==> src/rtl/instr_loader_pkg.sv <==
// instr_loader_pkg: shared definitions for the boot-time instruction loader.
//   - state_e            : loader FSM state encoding
//   - STREAM_MSB_FIRST   : byte order of the incoming stream (length and words)
//   - IMEM_DEPTH_DEFAULT : default instruction-memory depth in 16-bit words
//   - assemble_word()    : joins two stream bytes into a 16-bit value
package instr_loader_pkg;

  localparam int unsigned IMEM_DEPTH_DEFAULT = 256;

  // Both the length field and the instruction words arrive MSB first.
  localparam bit STREAM_MSB_FIRST = 1'b1;

  typedef enum logic [2:0] {
    ST_LEN_HI,
    ST_LEN_LO,
    ST_DATA_HI,
    ST_DATA_LO,
    ST_CHK,
    ST_DONE,
    ST_ERROR
  } state_e;

  function automatic logic [15:0] assemble_word(input logic [7:0] first,
                                                input logic [7:0] second);
    return STREAM_MSB_FIRST ? {first, second} : {second, first};
  endfunction

endpackage

==> src/rtl/instr_loader.sv <==
// instr_loader: boot-time program loader sitting in front of the instruction
// memory and PC. Receives a byte stream (valid/ready), reads a 16-bit length N,
// then N 16-bit words, writing them to imem at addresses 0..N-1. cpu_run is held
// low until the whole image has been committed.
//
// Ports:
//   clk, rst_n            clock, asynchronous active-low reset
//   start                 restart pulse, honoured only in DONE or ERROR
//   byte_valid/byte_data  incoming stream byte
//   byte_ready            loader can take a byte this cycle (combinational)
//   imem_we/addr/wdata    one-cycle instruction-memory write port
//   word_count            words written in the current load
//   cpu_run               image valid, CPU may fetch
//   load_err              high while in ERROR
//
// Build option: define INSTR_LOADER_CHECKSUM_EN to require a trailing XOR
// checksum byte (XOR of all length and data bytes) before releasing the CPU.
module instr_loader
  import instr_loader_pkg::*;
#(
  parameter int unsigned IMEM_DEPTH = IMEM_DEPTH_DEFAULT,
  parameter int unsigned ADDR_W     = 16
) (
  input  logic              clk,
  input  logic              rst_n,
  input  logic              start,
  input  logic              byte_valid,
  input  logic [7:0]        byte_data,
  output logic              byte_ready,
  output logic              imem_we,
  output logic [ADDR_W-1:0] imem_addr,
  output logic [15:0]       imem_wdata,
  output logic [ADDR_W-1:0] word_count,
  output logic              cpu_run,
  output logic              load_err
);

  state_e            state_q, state_d;
  logic [15:0]       len_q, len_d;
  logic [7:0]        hi_q, hi_d;
  logic              imem_we_q, imem_we_d;
  logic [ADDR_W-1:0] imem_addr_q, imem_addr_d;
  logic [15:0]       imem_wdata_q, imem_wdata_d;
  logic [ADDR_W-1:0] word_count_q, word_count_d;
  logic              cpu_run_q, cpu_run_d;
  logic              load_err_q, load_err_d;
`ifdef INSTR_LOADER_CHECKSUM_EN
  logic [7:0]        chk_q, chk_d;
`endif

  logic        accept;
  logic        restart;
  logic [15:0] len_w;

  always_comb begin
    byte_ready = (state_q != ST_DONE) && (state_q != ST_ERROR);
  end

  always_comb begin
    state_d      = state_q;
    len_d        = len_q;
    hi_d         = hi_q;
    imem_we_d    = 1'b0;
    imem_addr_d  = imem_addr_q;
    imem_wdata_d = imem_wdata_q;
    word_count_d = word_count_q;
`ifdef INSTR_LOADER_CHECKSUM_EN
    chk_d        = chk_q;
`endif

    accept  = byte_valid && byte_ready;
    restart = start && ((state_q == ST_DONE) || (state_q == ST_ERROR));
    // The byte latch holds the first byte of both the length and each word.
    len_w   = assemble_word(hi_q, byte_data);

    case (state_q)
      ST_LEN_HI: if (accept) begin
        hi_d    = byte_data;
        state_d = ST_LEN_LO;
      end
      ST_LEN_LO: if (accept) begin
        len_d = len_w;
        if ((len_w == 16'h0000) || (32'(len_w) > IMEM_DEPTH)) state_d = ST_ERROR;
        else                                                  state_d = ST_DATA_HI;
      end
      ST_DATA_HI: if (accept) begin
        hi_d    = byte_data;
        state_d = ST_DATA_LO;
      end
      ST_DATA_LO: if (accept) begin
        imem_we_d    = 1'b1;
        imem_addr_d  = word_count_q;
        imem_wdata_d = len_w;
        word_count_d = word_count_q + ADDR_W'(1);
        if ((32'(word_count_q) + 32'd1) < 32'(len_q)) state_d = ST_DATA_HI;
`ifdef INSTR_LOADER_CHECKSUM_EN
        else                                          state_d = ST_CHK;
`else
        else                                          state_d = ST_DONE;
`endif
      end
`ifdef INSTR_LOADER_CHECKSUM_EN
      ST_CHK: if (accept) begin
        state_d = (byte_data == chk_q) ? ST_DONE : ST_ERROR;
      end
`endif
      ST_DONE, ST_ERROR: if (restart) begin
        state_d      = ST_LEN_HI;
        word_count_d = '0;
      end
      default: state_d = ST_ERROR;
    endcase

`ifdef INSTR_LOADER_CHECKSUM_EN
    if (accept && (state_q != ST_CHK)) chk_d = chk_q ^ byte_data;
    if (restart)                       chk_d = '0;
`endif

    // cpu_run follows DONE one cycle late so the final write lands first.
    cpu_run_d  = (state_q == ST_DONE) && !start;
    load_err_d = (state_d == ST_ERROR);
  end

  always_ff @(posedge clk or negedge rst_n) begin
    if (!rst_n) begin
      state_q      <= ST_LEN_HI;
      len_q        <= '0;
      hi_q         <= '0;
      imem_we_q    <= 1'b0;
      imem_addr_q  <= '0;
      imem_wdata_q <= '0;
      word_count_q <= '0;
      cpu_run_q    <= 1'b0;
      load_err_q   <= 1'b0;
`ifdef INSTR_LOADER_CHECKSUM_EN
      chk_q        <= '0;
`endif
    end else begin
      state_q      <= state_d;
      len_q        <= len_d;
      hi_q         <= hi_d;
      imem_we_q    <= imem_we_d;
      imem_addr_q  <= imem_addr_d;
      imem_wdata_q <= imem_wdata_d;
      word_count_q <= word_count_d;
      cpu_run_q    <= cpu_run_d;
      load_err_q   <= load_err_d;
`ifdef INSTR_LOADER_CHECKSUM_EN
      chk_q        <= chk_d;
`endif
    end
  end

  assign imem_we    = imem_we_q;
  assign imem_addr  = imem_addr_q;
  assign imem_wdata = imem_wdata_q;
  assign word_count = word_count_q;
  assign cpu_run    = cpu_run_q;
  assign load_err   = load_err_q;

endmodule

==> config.mk <==
export PLATFORM = sky130hd
export DESIGN_NAME = instr_loader
export DESIGN_NICKNAME = d
export VERILOG_FILES = /design/src/rtl/instr_loader_pkg.sv /design/src/rtl/instr_loader.sv
export SDC_FILE = /design/constraint.sdc
export NUM_CORES = 1
export LEC_CHECK = 0
export BUFFER_PORTS_ARGS = -buffer_cell sky130_fd_sc_hd__buf_2
export CORE_MARGIN = 3
export CORE_UTILIZATION = 56
export DETAILED_ROUTE_END_ITERATION = 7
export GPL_TIMING_DRIVEN = 0
export PLACE_DENSITY = 0.79
export SETUP_SLACK_MARGIN = 0.2
export SLEW_MARGIN = 30
export SYNTH_ARGS = -nofsm -noshare
export SYNTH_HDL_FRONTEND = slang
export SYNTH_SLANG_ARGS = --single-unit
==> constraint.sdc <==
create_clock -name clk -period 3.5 [get_ports clk]
set_input_delay 0.7 -clock clk [delete_from_list [all_inputs] [get_ports clk]]
set_output_delay 0.7 -clock clk [all_outputs]
set_load 0.02 [all_outputs]
==> flow_summary.ini, run 1 <==
[sta]
tightest_slew_ns = 0.680
finalMaxSlewViolations = 0
finalClockSkew_ns = 0.0104
layout_worst_path_cycle_share_pct = 86.8
rsz0062_at_grt = false
hold_viol = 0
max_freq_ghz = 0.329
tns_ns = 0
relSlewSlack_pct = 54.5
finalSetupViolCount = 0
fin_crit_ns = 3.04

[clocking]
root_buffer = clkbuf_8
postCtsSetupRepairBufs = 0
cts_hold_buf = 0
cts_tree = built
cts_sinks = 78
cts_buffer_depth = 2
cts_max_level = 3
numCtsBuffers = 9
clk_pin_slew_ns = 0.09
clk_latency_ns = 0.36
cts_resized = 0

[power]
leakage_nw = 2.36
p_total_mw = 3.29
worst_ir_drop_vdd_mv = 0.548
pwr_density_cell_nw_per_um2 = 740

[yosys]
synth_warnings = 0
synth_area_um2 = 3810
synth.distinct_cells = 48
synth-edff-count = 0
synth.net_count = 429
synth_seq_cells = 78
postSynthCellCount = 401
synth_ff_type = dfrtp_1
asyncSetResetFlopFracSynth_pct = 100
synth_area_per_cell_um2 = 9.49
seq_area_frac_synth_pct = 51.3

[detailed_routing]
ant_nets = 0
vias = 3102
vias_per_cell = 5.56
drc_errors = 0
wl_um = 8650
drtPass1Iterations = 5
first_iter_violations = 181
detail_route.wl_per_cell_um = 15.5

[run]
cap_violations = 0

[global_route]
overflow = 0
grt_max_degree = 47
grt_use_met3_pct = 4.93
grt_pass1_wl_um = 14200
gr-usage-met2_pct = 37.9
grt_pass1_vias = 2897
top_usage_layer = met2
antenna_found_initial = 0
grt_use_met1_pct = 33.3
grt.total_usage_pct = 23.9

[critical_path]
critPathTopFamily = compound AO/OA/AOI/OAI gates
r2r_slack_ns = 0.46
critical_path_arrival_ns = 3.26
rr_startpoint = word_count[0]
max_stage_delay_ns = 0.51
path_cells = ha_1, nand4_2, nor2_4, and3_1, xor2_1, ha_1, a211o_1, a21oi_1, o21a_1, a31o_1, o221ai_1
crit_top_cell = ha_1
path_buf_inv = 0
cp-start-kind = flop
critPathKind = reg2reg
worst-path-max-fanout = 8
slowest_stage = dfrtp_1
r2r-end = state_q[0]
required_ns = 3.72
crit_path_end_kind = flop
worst_r2r_path_depth = 11

[final_layout]
multi_input_area_um2 = 1690
nets = 504
area_delta_synth_final_pct = 16.8
utilization_pct = 68.8
register_area_um2 = 1950
fillers = 527
layout-drive-gt1-share_pct = 24.1
diodes = 0

[floorplanning]
dieArea_um2 = 7820
die_w_um = 88.4
row_count = 29
ios = 64
chipHeight_um = 88.4
core_um2 = 6460
start_util_pct = 58.9

[placement]
gp_congestion = 0.903
placement.io_buffers = 63
hpwl_um = 6330

[min_path]
hp-class = in2async

[outcome]
status = complete, no violations
==> metrics by stage <==
step | std cells | area, µm² | setup slack, ns | hold slack, ns
global placement | 541 | 4220 | 0.496 | 0.452
global route | 558 | 4440 | 0.263 | 0.299
detailed placement | 542 | 4250 | 0.536 | 0.457
floorplan | 401 | 3810 | 0.775 | 0.404
CTS | 558 | 4440 | 0.497 | 0.292
finish | 558 | 4440 | 0.461 | 0.283
==> how the worst max path moves through the flow <==
| stage | cells past startpoint | startpoint | slack, ns | end |
|---|---|---|---|---|
| 2_1_floorplan | 11 | word_count[0] | 0.78 | state_q[0] |
| 3_3_place_gp | 11 | word_count[0] | 0.50 | state_q[0] |
| 3_5_place_dp | 11 | word_count[0] | 0.54 | state_q[0] |
| 4_1_cts | 11 | word_count[0] | 0.50 | state_q[0] |
| 5_1_grt | 11 | word_count[0] | 0.26 | state_q[0] |
| 6_report | 11 | word_count[0] | 0.46 | state_q[0] |
==> cell usage after synthesis (3+ instances only) <==
cell | instances | area (µm²)
nand2_1 | 125 | 469
dfrtp_1 | 78 | 1950
o21ai_0 | 35 | 175
inv_1 | 17 | 63.8
ha_1 | 16 | 200
buf_2 | 12 | 60.1
nor2_1 | 11 | 41.3
a21oi_1 | 10 | 50.1
xnor2_1 | 10 | 87.6
mux2_2 | 9 | 101
nand3_1 | 8 | 40.0
clkbuf_1 | 7 | 26.3
xor2_1 | 7 | 61.3
o31ai_1 | 5 | 37.5
a22o_1 | 4 | 35.0
a31oi_1 | 3 | 18.8
nand4_1 | 3 | 18.8
nor3_1 | 3 | 15.0
nor4_1 | 3 | 18.8
==> cell families (layout without fill, tap and decap cells) <==
family | after synthesis | after routing | share of synthesized area [%]
XOR/XNOR | 17 | 17 | 3.91
AND/OR/NAND/NOR | 171 | 171 | 20.7
flip-flops | 78 | 78 | 51.3
multiplexers | 9 | 9 | 2.66
adder cells (fa/ha/maj) | 16 | 16 | 5.26
buffers and inverters | 39 | 119 | 4.37
AO/OA/AOI/OAI | 71 | 71 | 11.8
==> per-layer routing <==
layer | part of all wire, % | wire (µm) | vias up
li1 | - | - | 1500
met1 | 46 | 3960 | 1503
met2 | 48 | 4160 | 86
met3 | 4.7 | 409 | 13
met4 | 1.4 | 118 | 0
met5 | 0 | 0 | -
==> cell usage in the layout, fill, tap and decap left out, types with 8 or more instances in the layout <==
cell type	netlist	final
a21oi_1	10	10
buf_2	12	74
clkbuf_8	0	9
dfrtp_1	78	78
ha_1	16	16
inv_1	17	17
mux2_2	9	9
nand2_1	125	125
nand3_1	8	8
nor2_1	11	11
o21ai_0	35	35
xnor2_1	10	10
==> report_power, final <==
part           leakage [nW]  switching, mW  internal [mW]
combinational          1.26          0.798          0.458
clock                0.0956          0.346          0.330
sequential             1.01          0.171           1.19
total                  2.36           1.32           1.97
==> area by class of cell <==
cell class	count	area share [%]
Sequential cell	78	43.9
Multi-Input combinational cell	284	38.0
Timing Repair Buffer	64	7.77
Clock buffer	9	2.79
Buffer	21	2.22
Tap cell	77	2.17
Clock inverter	7	1.63
Inverter	18	1.52
==> sequential cells by signal (all words and copies together), names as in the netlist <==
signal and cells:
imem_wdata 16, cpu_run 1, word_count 16, imem_we 1
load_err 1, imem_addr 16, state_q 3, hi_q 8
len_q 16
Note: power is estimated with default switching activity, not from simulation.
==> run 2, diff against run 1 <==
--- a/config.mk
+++ b/config.mk
@@ -8,6 +8,7 @@
 export BUFFER_PORTS_ARGS = -buffer_cell sky130_fd_sc_hd__buf_2
 export CORE_MARGIN = 3
 export CORE_UTILIZATION = 56
+export CTS_CLUSTER_SIZE = 8
 export DETAILED_ROUTE_END_ITERATION = 7
 export GPL_TIMING_DRIVEN = 0
 export PLACE_DENSITY = 0.79
==> constraint.sdc (replaced) <==
create_clock -name clk -period 3.2 [get_ports clk]
set_input_delay 0.64 -clock clk [delete_from_list [all_inputs] [get_ports clk]]
set_output_delay 0.64 -clock clk [all_outputs]
set_load 0.02 [all_outputs]
==> run 2 against run 1 <==
  * Combinational power up 9.5%
  * Setup slack worse by 0.022 ns
  * Via count up 0.55%
  * Wire length decreased by 0.24%
  * Die area unchanged
  * Critical path depth is the same
  * Count of clock-buffer cells in the layout unchanged
  * Non-clock buffer count is 1 higher
  * Sequential power increased by 9.6%
  * Cell count increased by 0.18%
  * Clock power up 9.5%
  * Global-route usage unchanged
  * Critical path type unchanged
==> flow_summary.ini, run 2 (synthesized netlist as in run 1, its figures left out) <==
[detailed_routing]
vias_per_cell = 5.58
drc_errors = 0
drtPass1Iterations = 4
vias = 3119
wl_um = 8630
first_iter_violations = 179
detail_route.wl_per_cell_um = 15.4
ant_nets = 0

[placement]
placement.io_buffers = 63
gp_congestion = 0.903
post-place-cells = 542
hpwl_um = 6330

[critical_path]
rr_startpoint = word_count[0]
crit_path_start = word_count[0]
r2r-end = state_q[0]
path_cells = ha_2, nand4_2, nor2_4, and3_1, xor2_1, ha_1, a211o_1, a21oi_1, o21a_1, a31o_1, o221ai_1
path_buf_inv = 0
worst-path-max-fanout = 8
crit_path_end_kind = flop
critPathTopFamily = compound AO/OA/AOI/OAI gates
critPathKind = reg2reg
worst_r2r_path_depth = 11
cp-start-kind = flop
r2r_slack_ns = 0.44
max_stage_delay_ns = 0.46
slowest_stage = dfrtp_2
critical_path_arrival_ns = 2.98
required_ns = 3.42

[global_route]
grt_pass1_vias = 2897
grt.total_usage_pct = 23.9
grt_max_degree = 47
antenna_found_initial = 0
grt_pass1_wl_um = 14200
overflow = 0

[sta]
rsz0062_at_grt = false
finalSetupViolCount = 0
max_freq_ghz = 0.362
tns_ns = 0
layout_worst_path_cycle_share_pct = 86.3
finalMaxSlewViolations = 0
fin_crit_ns = 2.76
hold_viol = 0
relSlewSlack_pct = 54.9
tightest_slew_ns = 0.673
finalClockSkew_ns = 0.0115

[power]
p_clk_share_pct = 20.5
switching_share_pct = 39.9
leakage_nw = 2.36
pwr_density_cell_nw_per_um2 = 808
p_int_mw = 2.16
p_sw_mw = 1.44
p_comb_share_pct = 38.2
pwr-share-seq_pct = 41.3
worst_ir_drop_vdd_mv = 0.599

[clocking]
cts_sinks = 78
cts_max_level = 3
cts_buffer_depth = 2
clk_pin_slew_ns = 0.09
numCtsBuffers = 9
cts_tree = built
clk_latency_ns = 0.36
root_buffer = clkbuf_8

[final_layout]
final_common_cell = nand2_1
diodes = 0
area_delta_synth_final_pct = 17.1
fillers = 528
nets = 505
layout-drive-gt1-share_pct = 24.9
most-common-layout-cells = nand2_1 (125), dfrtp_1 (76), buf_2 (74)
fin_cells = 559

[floorplanning]
ios = 64
core_um2 = 6460
die_w_um = 88.4
chipHeight_um = 88.4
start_util_pct = 58.9
dieArea_um2 = 7820
row_count = 29

[outcome]
status = complete, no violations

[min_path]
hp-class = in2async

[run]
cap_violations = 0
==> run 2: cell type report <==
type	count	area (µm²)	share of cell area [%]
buffer	21	98.8	2.22
clock buffer	9	124	2.78
clock inverter	7	72.6	1.63
inverter	18	67.6	1.52
multi-input combinational	284	1690	37.9
sequential	78	1950	43.9
tap	77	96.3	2.16
timing repair buffer	65	353	7.92
==> run 2: worst max-delay path by stage <==
stage          cells past startpoint  slack (ns)         end
2_1_floorplan                     11        0.48  state_q[0]
3_3_place_gp                      11        0.20  state_q[0]
3_5_place_dp                      11        0.24  state_q[0]
4_1_cts                           11        0.27  state_q[0]
5_1_grt                           11        0.26  state_q[0]
6_report                          11        0.44  state_q[0]
==> run 2: metal layers <==
metal  part of all wire (%)  GRT usage, %  wire length [µm]  vias up
li1                       -             -                 -     1504
met1                     45          33.3              3910     1524
met2                     49          37.9              4200       80
met3                    4.7          4.93               405       11
met4                    1.3          7.42               110        0
met5                      0             0                 0        -
==> run 2: stage by stage <==
step / power [mW] / instance area (µm²) / utilization (%) / hold WS (ns) / setup WS [ns]
finish: 3.60 / 4460 / 69.0 / 0.220 / 0.439
global route: 3.85 / 4460 / 69.0 / 0.239 / 0.258
CTS: 3.61 / 4450 / 68.8 / 0.232 / 0.269
detailed placement: 2.87 / 4250 / 65.8 / 0.457 / 0.236
global placement: 2.80 / 4220 / 65.3 / 0.452 / 0.196
floorplan: 2.43 / 3810 / - / 0.344 / 0.475
==> run 2: power by group through the flow <==
| stage | clock network [mW] | logic (mW) | registers, mW |
|---|---|---|---|
| floorplan | 0 | 0.790 | 1.64 |
| global placement | 0 | 1.31 | 1.49 |
| detailed placement | 0 | 1.37 | 1.50 |
| CTS | 0.748 | 1.38 | 1.48 |
| global route | 0.792 | 1.53 | 1.52 |
| finish | 0.740 | 1.38 | 1.49 |
==> run 2: what timing repair did <==
item,4_1_cts,5_1_grt
gates resized for setup,1,2
gates cloned,0,0
setup buffers,0,1
hold buffers,0,0
setup endpoints to repair,1,3
pin swaps,0,1
